===== config.mk =====
export PLATFORM = sky130hd
export DESIGN_NAME = corescore_stream_arbiter
export DESIGN_NICKNAME = d
export VERILOG_FILES = /design/src/rtl/corescore_pkg.sv /design/src/rtl/corescore_skidbuf.sv /design/src/rtl/corescore_stream_arbiter.sv
export SDC_FILE = /design/constraint.sdc
export NUM_CORES = 1
export LEC_CHECK = 0
export CAP_MARGIN = 25
export CORE_ASPECT_RATIO = 1.75
export CORE_MARGIN = 3
export CORE_UTILIZATION = 40
export DETAILED_ROUTE_END_ITERATION = 12
export GPL_ROUTABILITY_DRIVEN = 0
export PLACE_DENSITY = 0.77
export SYNTH_ARGS = -nofsm -noshare
export SYNTH_HDL_FRONTEND = slang
export SYNTH_SLANG_ARGS = --single-unit

===== constraint.sdc =====
create_clock -name i_clk -period 1.9 [get_ports i_clk]
set_clock_uncertainty 0.15 [all_clocks]
set_input_delay 0.38 -clock i_clk [delete_from_list [all_inputs] [get_ports i_clk]]
set_output_delay 0.38 -clock i_clk [all_outputs]
set_load 0.02 [all_outputs]

===== src/rtl/corescore_pkg.sv =====
// Shared definitions for the corescore stream arbiter: FSM encodings,
// datapath width and source-index width.
package corescore_pkg;

  typedef enum logic [0:0] {
    ST_IDLE   = 1'b0,
    ST_LOCKED = 1'b1
  } arb_state_e;

  localparam int unsigned DATA_W      = 8;
  localparam int unsigned NUM_SRC_DEF = 4;

  // Index width for n entries, never narrower than one bit.
  function automatic int unsigned idx_w(input int unsigned n);
    return (n > 1) ? $clog2(n) : 1;
  endfunction

  localparam int unsigned IDX_W_DEF = idx_w(NUM_SRC_DEF);

endpackage


===== src/rtl/corescore_skidbuf.sv =====
// Two-entry skid buffer carrying a byte plus end-of-message flag.
// Registered ready on the input side, one cycle of latency, full throughput.
module corescore_skidbuf
  import corescore_pkg::*;
(
  input  logic              i_clk,
  input  logic              i_rst_n,
  input  logic [DATA_W-1:0] i_data,
  input  logic              i_last,
  input  logic              i_valid,
  output logic              o_ready,
  output logic [DATA_W-1:0] o_data,
  output logic              o_last,
  output logic              o_valid,
  input  logic              i_ready
);

  logic            out_valid_q;
  logic            skid_valid_q;
  logic [DATA_W:0] out_q;
  logic [DATA_W:0] skid_q;

  always_ff @(posedge i_clk or negedge i_rst_n) begin
    if (!i_rst_n) begin
      out_valid_q  <= 1'b0;
      skid_valid_q <= 1'b0;
      out_q        <= '0;
      skid_q       <= '0;
    end else if (!out_valid_q || i_ready) begin
      if (skid_valid_q) begin
        out_q        <= skid_q;
        out_valid_q  <= 1'b1;
        skid_valid_q <= 1'b0;
      end else begin
        out_valid_q <= i_valid;
        if (i_valid) out_q <= {i_last, i_data};
      end
    end else if (i_valid && !skid_valid_q) begin
      // Output stalled: park the in-flight beat so upstream ready can be registered.
      skid_q       <= {i_last, i_data};
      skid_valid_q <= 1'b1;
    end
  end

  assign o_ready = !skid_valid_q;
  assign o_valid = out_valid_q;
  assign o_data  = out_q[DATA_W-1:0];
  assign o_last  = out_q[DATA_W];

endmodule


===== src/rtl/corescore_stream_arbiter.sv =====
// Round-robin, message-locked merge of NUM_SRC byte streams into one stream,
// with an idle watchdog that releases a stuck grant.
//
//   state     | meaning
//   ST_IDLE   | no grant held; searching sources round-robin from rr
//   ST_LOCKED | grant held until a tlast transfer or watchdog expiry
module corescore_stream_arbiter
  import corescore_pkg::*;
#(
  parameter int unsigned NUM_SRC = NUM_SRC_DEF,
  parameter int unsigned TIMEOUT = 1023
) (
  input  logic                         i_clk,
  input  logic                         i_rst_n,
  input  logic [8*NUM_SRC-1:0]         i_tdata,
  input  logic [NUM_SRC-1:0]           i_tvalid,
  input  logic [NUM_SRC-1:0]           i_tlast,
  output logic [NUM_SRC-1:0]           o_tready,
  output logic [7:0]                   o_tdata,
  output logic                         o_tlast,
  output logic                         o_tvalid,
  input  logic                         i_tready,
  output logic [idx_w(NUM_SRC)-1:0]    o_grant,
  output logic                         o_timeout
);

  localparam int unsigned IDX_W = idx_w(NUM_SRC);
  localparam int unsigned WD_W  = idx_w(TIMEOUT);

  arb_state_e        state_q, state_d;
  logic [IDX_W-1:0]  grant_q, grant_d;
  logic [IDX_W-1:0]  rr_q, rr_d;
  logic [WD_W-1:0]   wd_q, wd_d;
  logic              timeout_q, timeout_d;

  logic [IDX_W-1:0]  grant_inc;
  logic [IDX_W-1:0]  rr_hit_idx;
  logic              rr_hit;
  logic [IDX_W:0]    cand;
  logic              sb_in_valid;
  logic              sb_in_ready;
  logic              beat_xfer;
  logic [7:0]        sb_in_data;
  logic              sb_in_last;

  assign grant_inc = (grant_q == IDX_W'(NUM_SRC - 1)) ? '0 : grant_q + IDX_W'(1);

  always_comb begin
    rr_hit     = 1'b0;
    rr_hit_idx = '0;
    cand       = '0;
    for (int i = 0; i < NUM_SRC; i++) begin
      cand = {1'b0, rr_q} + (IDX_W + 1)'(i);
      if (cand >= (IDX_W + 1)'(NUM_SRC)) cand = cand - (IDX_W + 1)'(NUM_SRC);
      if (!rr_hit && i_tvalid[cand[IDX_W-1:0]]) begin
        rr_hit     = 1'b1;
        rr_hit_idx = cand[IDX_W-1:0];
      end
    end
  end

  assign sb_in_data = i_tdata[{grant_q, 3'b000} +: 8];
  assign sb_in_last = i_tlast[grant_q];

  always_comb begin
    state_d     = state_q;
    grant_d     = grant_q;
    rr_d        = rr_q;
    wd_d        = wd_q;
    timeout_d   = 1'b0;
    sb_in_valid = 1'b0;
    beat_xfer   = 1'b0;
    o_tready    = '0;
    case (state_q)
      ST_IDLE: begin
        wd_d = '0;
        if (rr_hit) begin
          grant_d = rr_hit_idx;
          state_d = ST_LOCKED;
        end
      end
      ST_LOCKED: begin
        sb_in_valid       = i_tvalid[grant_q];
        o_tready[grant_q] = sb_in_ready;
        beat_xfer         = sb_in_valid && sb_in_ready;
        if (beat_xfer) begin
          wd_d = '0;
          if (sb_in_last) begin
            state_d = ST_IDLE;
            rr_d    = grant_inc;
          end
        end else if (sb_in_ready && (TIMEOUT != 0)) begin
          // A full buffer means the downstream is stalling, not the source.
          if (wd_q == WD_W'(TIMEOUT - 1)) begin
            wd_d      = '0;
            timeout_d = 1'b1;
            state_d   = ST_IDLE;
            rr_d      = grant_inc;
          end else begin
            wd_d = wd_q + WD_W'(1);
          end
        end
      end
      default: state_d = ST_IDLE;
    endcase
  end

  always_ff @(posedge i_clk or negedge i_rst_n) begin
    if (!i_rst_n) begin
      state_q   <= ST_IDLE;
      grant_q   <= '0;
      rr_q      <= '0;
      wd_q      <= '0;
      timeout_q <= 1'b0;
    end else begin
      state_q   <= state_d;
      grant_q   <= grant_d;
      rr_q      <= rr_d;
      wd_q      <= wd_d;
      timeout_q <= timeout_d;
    end
  end

  corescore_skidbuf u_skidbuf (
    .i_clk   (i_clk),
    .i_rst_n (i_rst_n),
    .i_data  (sb_in_data),
    .i_last  (sb_in_last),
    .i_valid (sb_in_valid),
    .o_ready (sb_in_ready),
    .o_data  (o_tdata),
    .o_last  (o_tlast),
    .o_valid (o_tvalid),
    .i_ready (i_tready)
  );

  assign o_grant   = grant_q;
  assign o_timeout = timeout_q;

endmodule


# [Yosys cells after proc, flatten, opt, wreduce, memory -nomap -nowiden]
# Index checks and enable logic that the tools add are counted.
[totals] reg_bits=36 in_bits=43 output_inout_bits=17 wordCells=108
[classes] addsub=9 magnitude_cmp=10 eq_ne=5 n_shift=1 mux=52 bitwise_logic=3 reduce_logical=19
[op_table] operator="32-bit by 6-bit indexed part select with 8-bit output" n=1
[op_table] operator="10-bit 2-to-1 mux" n=3
[op_table] operator="2-bit 2-to-1 mux" n=13
[op_table] operator="1-bit 2-to-1 mux" n=24
[op_table] operator="10-bit one-hot mux with 2 select lines" n=1
[op_table] operator="9-bit 2-to-1 mux" n=2
[op_table] operator="2-bit by 3-bit < comparator with 1-bit output (second input constant)" n=5
[op_table] operator="1-bit binary-select mux with 2-bit select" n=6
[op_table] operator="10-bit by 1-bit adder with 10-bit output (second input constant)" n=1
[op_table] operator="10-bit == test (second input constant)" n=1
[op_table] operator="3-bit greater-or-equal comparator (second input constant)" n=3
[op_table] operator="2-bit by 1-bit subtractor with 2-bit output (second input constant)" n=4
[op_table] operator="2-bit by 2-bit adder with 3-bit output (second input constant)" n=2
[op_table] operator="1-bit logical AND" n=6
[op_table] operator="2-bit AND reduction" n=3
[op_table] operator="2-bit nonzero test" n=3
[op_table] operator="1-bit logical NOT" n=5
[op_table] operator="4-bit bitwise AND" n=1
[op_table] operator="4-bit 2-to-1 mux" n=1
[op_table] operator="4-bit AND reduction" n=1
[op_table] operator="2-bit by 1-bit adder with 3-bit output (second input constant)" n=1
[op_table] operator="2-bit by 3-bit greater-or-equal comparator with 1-bit output (second input constant)" n=1
[op_table] operator="3-bit inequality test (second input constant)" n=1
[op_table] operator="2-bit by 1-bit adder with 2-bit output (second input constant)" n=1
[op_table] operator="other kinds (8)" n=9

# [Depth between registers and ports, before layout]
[depth] depth_word=16 mapped_depth=6 mapped_depth_nobuf=6

# [By module]
# From an unflattened synthesis, not the netlist that was laid out.
[hier_totals] hier_cells=177 area_unflattened_um2=2162.1
[by_module_without_submodules] mod="corescore_stream_arbiter" instances=1 cells_each=120 area_per_inst_um2=1213.7 seq_area_each_um2=400.4
[by_module_without_submodules] mod="corescore_skidbuf" instances=1 cells_each=57 area_per_inst_um2=948.4 seq_area_each_um2=500.5

# [Worst setup path after synthesis]
# No wires, ideal clock.
[synth_timing] path_kind="register to register" from="reg grant_q[0], in the netlist o_grant[0]" to="reg rr_q[0]" setup_time_ns=0.125 t_arrival_ns=1.960 t_required_ns=1.625 path_slack_ns=-0.335 path_stages_with_launch=5 path_buffers=0 synth_period_minus_slack_ns=2.235 path_cell_list="dfrtp_1 mux4_2 nand4b_1 a21oi_1 mux2_2"
[synth_between] elab_chain_len=5 word_cells_on_any_way=16 classes_between="add/sub: 1; eq/ne: 3; mux: 9; reduce/logical: 3"
[synth_rtl] element="from (decl)" line="corescore_stream_arbiter.sv:31" rtl="logic [IDX_W-1:0] grant_q, grant_d;"
[synth_rtl] element="from (signal assigned)" line="corescore_stream_arbiter.sv:117" rtl="grant_q <= grant_d;"
[synth_rtl] element="2-bit by 1-bit adder with 2-bit output (tied with other cells)" line="corescore_stream_arbiter.sv:46" rtl="assign grant_inc = (grant_q == IDX_W'(NUM_SRC - 1)) ? '0 : grant_q + IDX_W'(1);"
[synth_rtl] element="2-bit 2-to-1 mux or 1-bit 2-to-1 mux (tied branches)" line="corescore_stream_arbiter.sv:46, corescore_stream_arbiter.sv:83"
[synth_rtl] element="2-bit 2-to-1 mux or 1-bit logical AND (tied branches)" line="corescore_stream_arbiter.sv:94, corescore_stream_arbiter.sv:85"
[synth_rtl] element="2-bit 2-to-1 mux (tied with other cells)" line="corescore_stream_arbiter.sv:92" rtl="end else if (sb_in_ready && (TIMEOUT != 0)) begin"
[synth_rtl] element="2-bit 2-to-1 mux or 4-bit AND reduction (tied branches)"
[synth_rtl] element="to (signal assigned)" line="corescore_stream_arbiter.sv:118" rtl="rr_q <= rr_d;"
[synth_rtl] element="to (decl)" line="corescore_stream_arbiter.sv:32" rtl="logic [IDX_W-1:0] rr_q, rr_d;"
# Parallel ways exist; a longest one is shown, timed or not. The select of a mux whose other input is x is not followed.
# A chain may end at the register's enable or synchronous reset.

# [Worst setup path in the final report]
# Ends and elaborated chain as after synthesis.

==> results.cfg <==
[setup_path]
path_buf_inv = 0
cp.required_ns = 1.93
crit_cells = 4
critPathKind = flip-flop to flip-flop
rrSetupSlack_ns = -0.15
path_cells = mux4_2, nand4b_1, a21oi_2, mux2_4
crit_fanout = 3
slowest_stage = mux4_2
cp-startpoint = o_grant[0]$_DFFE_PN0P_
cp_slowest_stage_delay_ns = 0.54
crit_end = rr_q[0]$_DFFE_PN0P_
worst_ep_arrival_time_ns = 2.08
reg2reg_depth = 4
cp-start-kind = flip-flop
r2r-start = o_grant[0]$_DFFE_PN0P_
r2r_end = rr_q[0]$_DFFE_PN0P_
end_kind = flip-flop
cpLargestDelayFamily = multiplexers

[yosys]
yosysMostFrequentCell = dfrtp_1
synthFlopType = dfrtp_1
synthTopCellsByCount = dfrtp_1 (36), mux2_2 (31), nor2_1 (13), mux4_2 (9), nand2_1 (9)
netlist_top_cells_area = dfrtp_1 (44%), mux2_2 (17%), mux4_2 (9.8%)
synthArstFlopShare_pct = 100
syn_nets = 222
avgSynthCellArea_sq_um = 11.9
ys_ff_latch = 36
yosys.area.top_type = dfrtp_1
netlist_instances = 173
synth.top_cell.area_share_pct = 43.7
syn_area_sq_um = 2060
synth_cell_types = 37
ys_seq_area_share_pct = 43.7
ys_warn_count = 0
synth_edf_count = 0

[routing]
drt_iter0_markers = 48
via_count = 1773
drc = 0
routedWlPerCell_um = 17.1
routed_wl_um = 5440
avgViaCountPerCell = 5.58
drtPass1Iterations = 4
final_antenna_net_count = 0

[global_routing]
grt_max_degree = 37
grt_usage_pct = 19.5
grt.overflow.total = 0
grt_pass1_wl_um = 8740
grt_pass1_vias = 1858
antenna_found_initial = 0

[floorplan]
rows = 34
fp.coreArea_sq_um = 4980
start_util_pct = 41.5
dieArea_sq_um = 6090
io_pins = 60
die_h_um = 101
die_w_um = 60.3

[sta]
finalHoldViolCount = 0
worst_pin_slew_ns = 0.357
setup_slack_ns = -0.146
setup_tns_ns = -2.87
period_share_pct = 108
finalMaxSlewViolations = 0
setup_viol = 26
fmax_mhz = 489
fin_crit_ns = 2.05
rsz0062_at_grt = yes
slew_headroom_pct = 76.0
hold_ws_ns = 0.305

[outcome]
status = finished, violations left
violations = setup timing

[cells_and_area]
fillers = 388
nNetsFinal = 312
stdcell_count = 318
drive_gt1_share_pct = 37.5
diodes = 0
syn2layout_area_growth_pct = 53.9

[pwr]
p_leak_nw = 1.35
total_power_w = 0.00471
ir_drop_mv = 1.03
powerDensity_nw_per_um2 = 1480

[clock_tree]
clock_latency_ns = 0.30
cts_root_buf = clkbuf_8
clk_pin_slew_ns = 0.07
cts_max_path_buffers = 2
cts_tree = done
htree_levels = 2
clock_sinks = 36
numCtsBuffers = 5
holdBufCountCts = 0

[worst_hold_path]
worstHoldPathType = input pin to async pin

[flow_run]
maxCapViolCount = 0

[placed_design]
dp_cells = 302
dp_hpwl_um = 3920
io_buffers = 59
[stage by stage]
stage / util (%) / worst slack (ns) / instance area, sq um
final: 63.8 / -0.146 / 3180
after global routing: 63.8 / -0.206 / 3180
after CTS: 62.5 / -0.162 / 3110
after detailed placement: 58.9 / -0.547 / 2930
after global placement: 58.9 / -0.485 / 2930
after floorplan: - / -0.175 / 2070
[layout make-up]
cell class	count	area, sq um	share of cell area (%)
repair buffers	89	887	27.9
flip-flops and latches	36	903	28.4
well taps	54	67.6	2.13
clock buffers	8	90.1	2.84
multi-input cells	127	1210	38.2
inverters	4	15.0	0.473
[registers in the layout (all words and copies together), names as in the netlist]
| signal | flops |
|---|---|
| rr_q | 2 |
| u_skidbuf.skid_q | 9 |
| u_skidbuf.out_q | 9 |
| o_grant | 2 |
| state_q | 1 |
| u_skidbuf.o_valid | 1 |
| o_timeout | 1 |
| u_skidbuf.skid_valid_q | 1 |
| wd_q | 10 |
[logic make-up after synthesis]
kind of cell | Yosys count | synth area share (%)
fa+ha+maj | 6 | 3.64
xor+xnor | 3 | 1.27
buf+inv | 10 | 1.88
flops | 36 | 43.7
compound gates | 16 | 5.22
simple gates | 60 | 15.8
mux | 42 | 28.5
[metal layers]
layer	GRT usage, %	share of wire (%)
met5	0	0
met4	8.02	2.0
met3	5.38	4.7
met2	33.8	56
met1	21.6	37
[placed cells by master, fill, tap and decap left out, types with 6 or more instances in the layout]
cell,count
mux4_2,10
dlygate4sd2_1,6
buf_4,22
buf_6,7
clkbuf_8,6
mux2_2,28
nand2_1,9
clkdlybuf4s50_1,49
nor2_1,13
dfrtp_1,34
[repair_timing]
| item | CTS | global route |
|---|---|---|
| pin swaps | 1 | 2 |
| setup endpoints to repair | 31 | 36 |
| resized for setup | 34 | 21 |
| setup buffers | 7 | 1 |
[power by group]
group / switching [W] / internal, W / total, W / leakage (nW)
clock: 0.000277 / 0.000296 / 0.000573 / 0.0455
combinational: 0.00120 / 0.00166 / 0.00286 / 0.863
sequential: 0.000208 / 0.00107 / 0.00127 / 0.444
total: 0.00169 / 0.00302 / 0.00471 / 1.35
[how the worst min path moves through the flow]
stage,startpoint,to,slack [ns],depth (start not counted)
after CTS,i_rst_n,wd_q[4]$_DFFE_PN0P_,0.31,2
after global routing,i_rst_n,wd_q[5]$_DFFE_PN0P_,0.32,2
after floorplan,i_rst_n,o_grant[0]$_DFFE_PN0P_,-0.07,0
final,i_rst_n,wd_q[5]$_DFFE_PN0P_,0.31,2
after global placement,u_skidbuf.skid_q[5]$_DFFE_PN0P_,u_skidbuf.skid_q[5]$_DFFE_PN0P_,0.33,1
after detailed placement,u_skidbuf.skid_q[8]$_DFFE_PN0P_,u_skidbuf.skid_q[8]$_DFFE_PN0P_,0.34,1
Note: power is estimated with default switching activity, not from simulation.
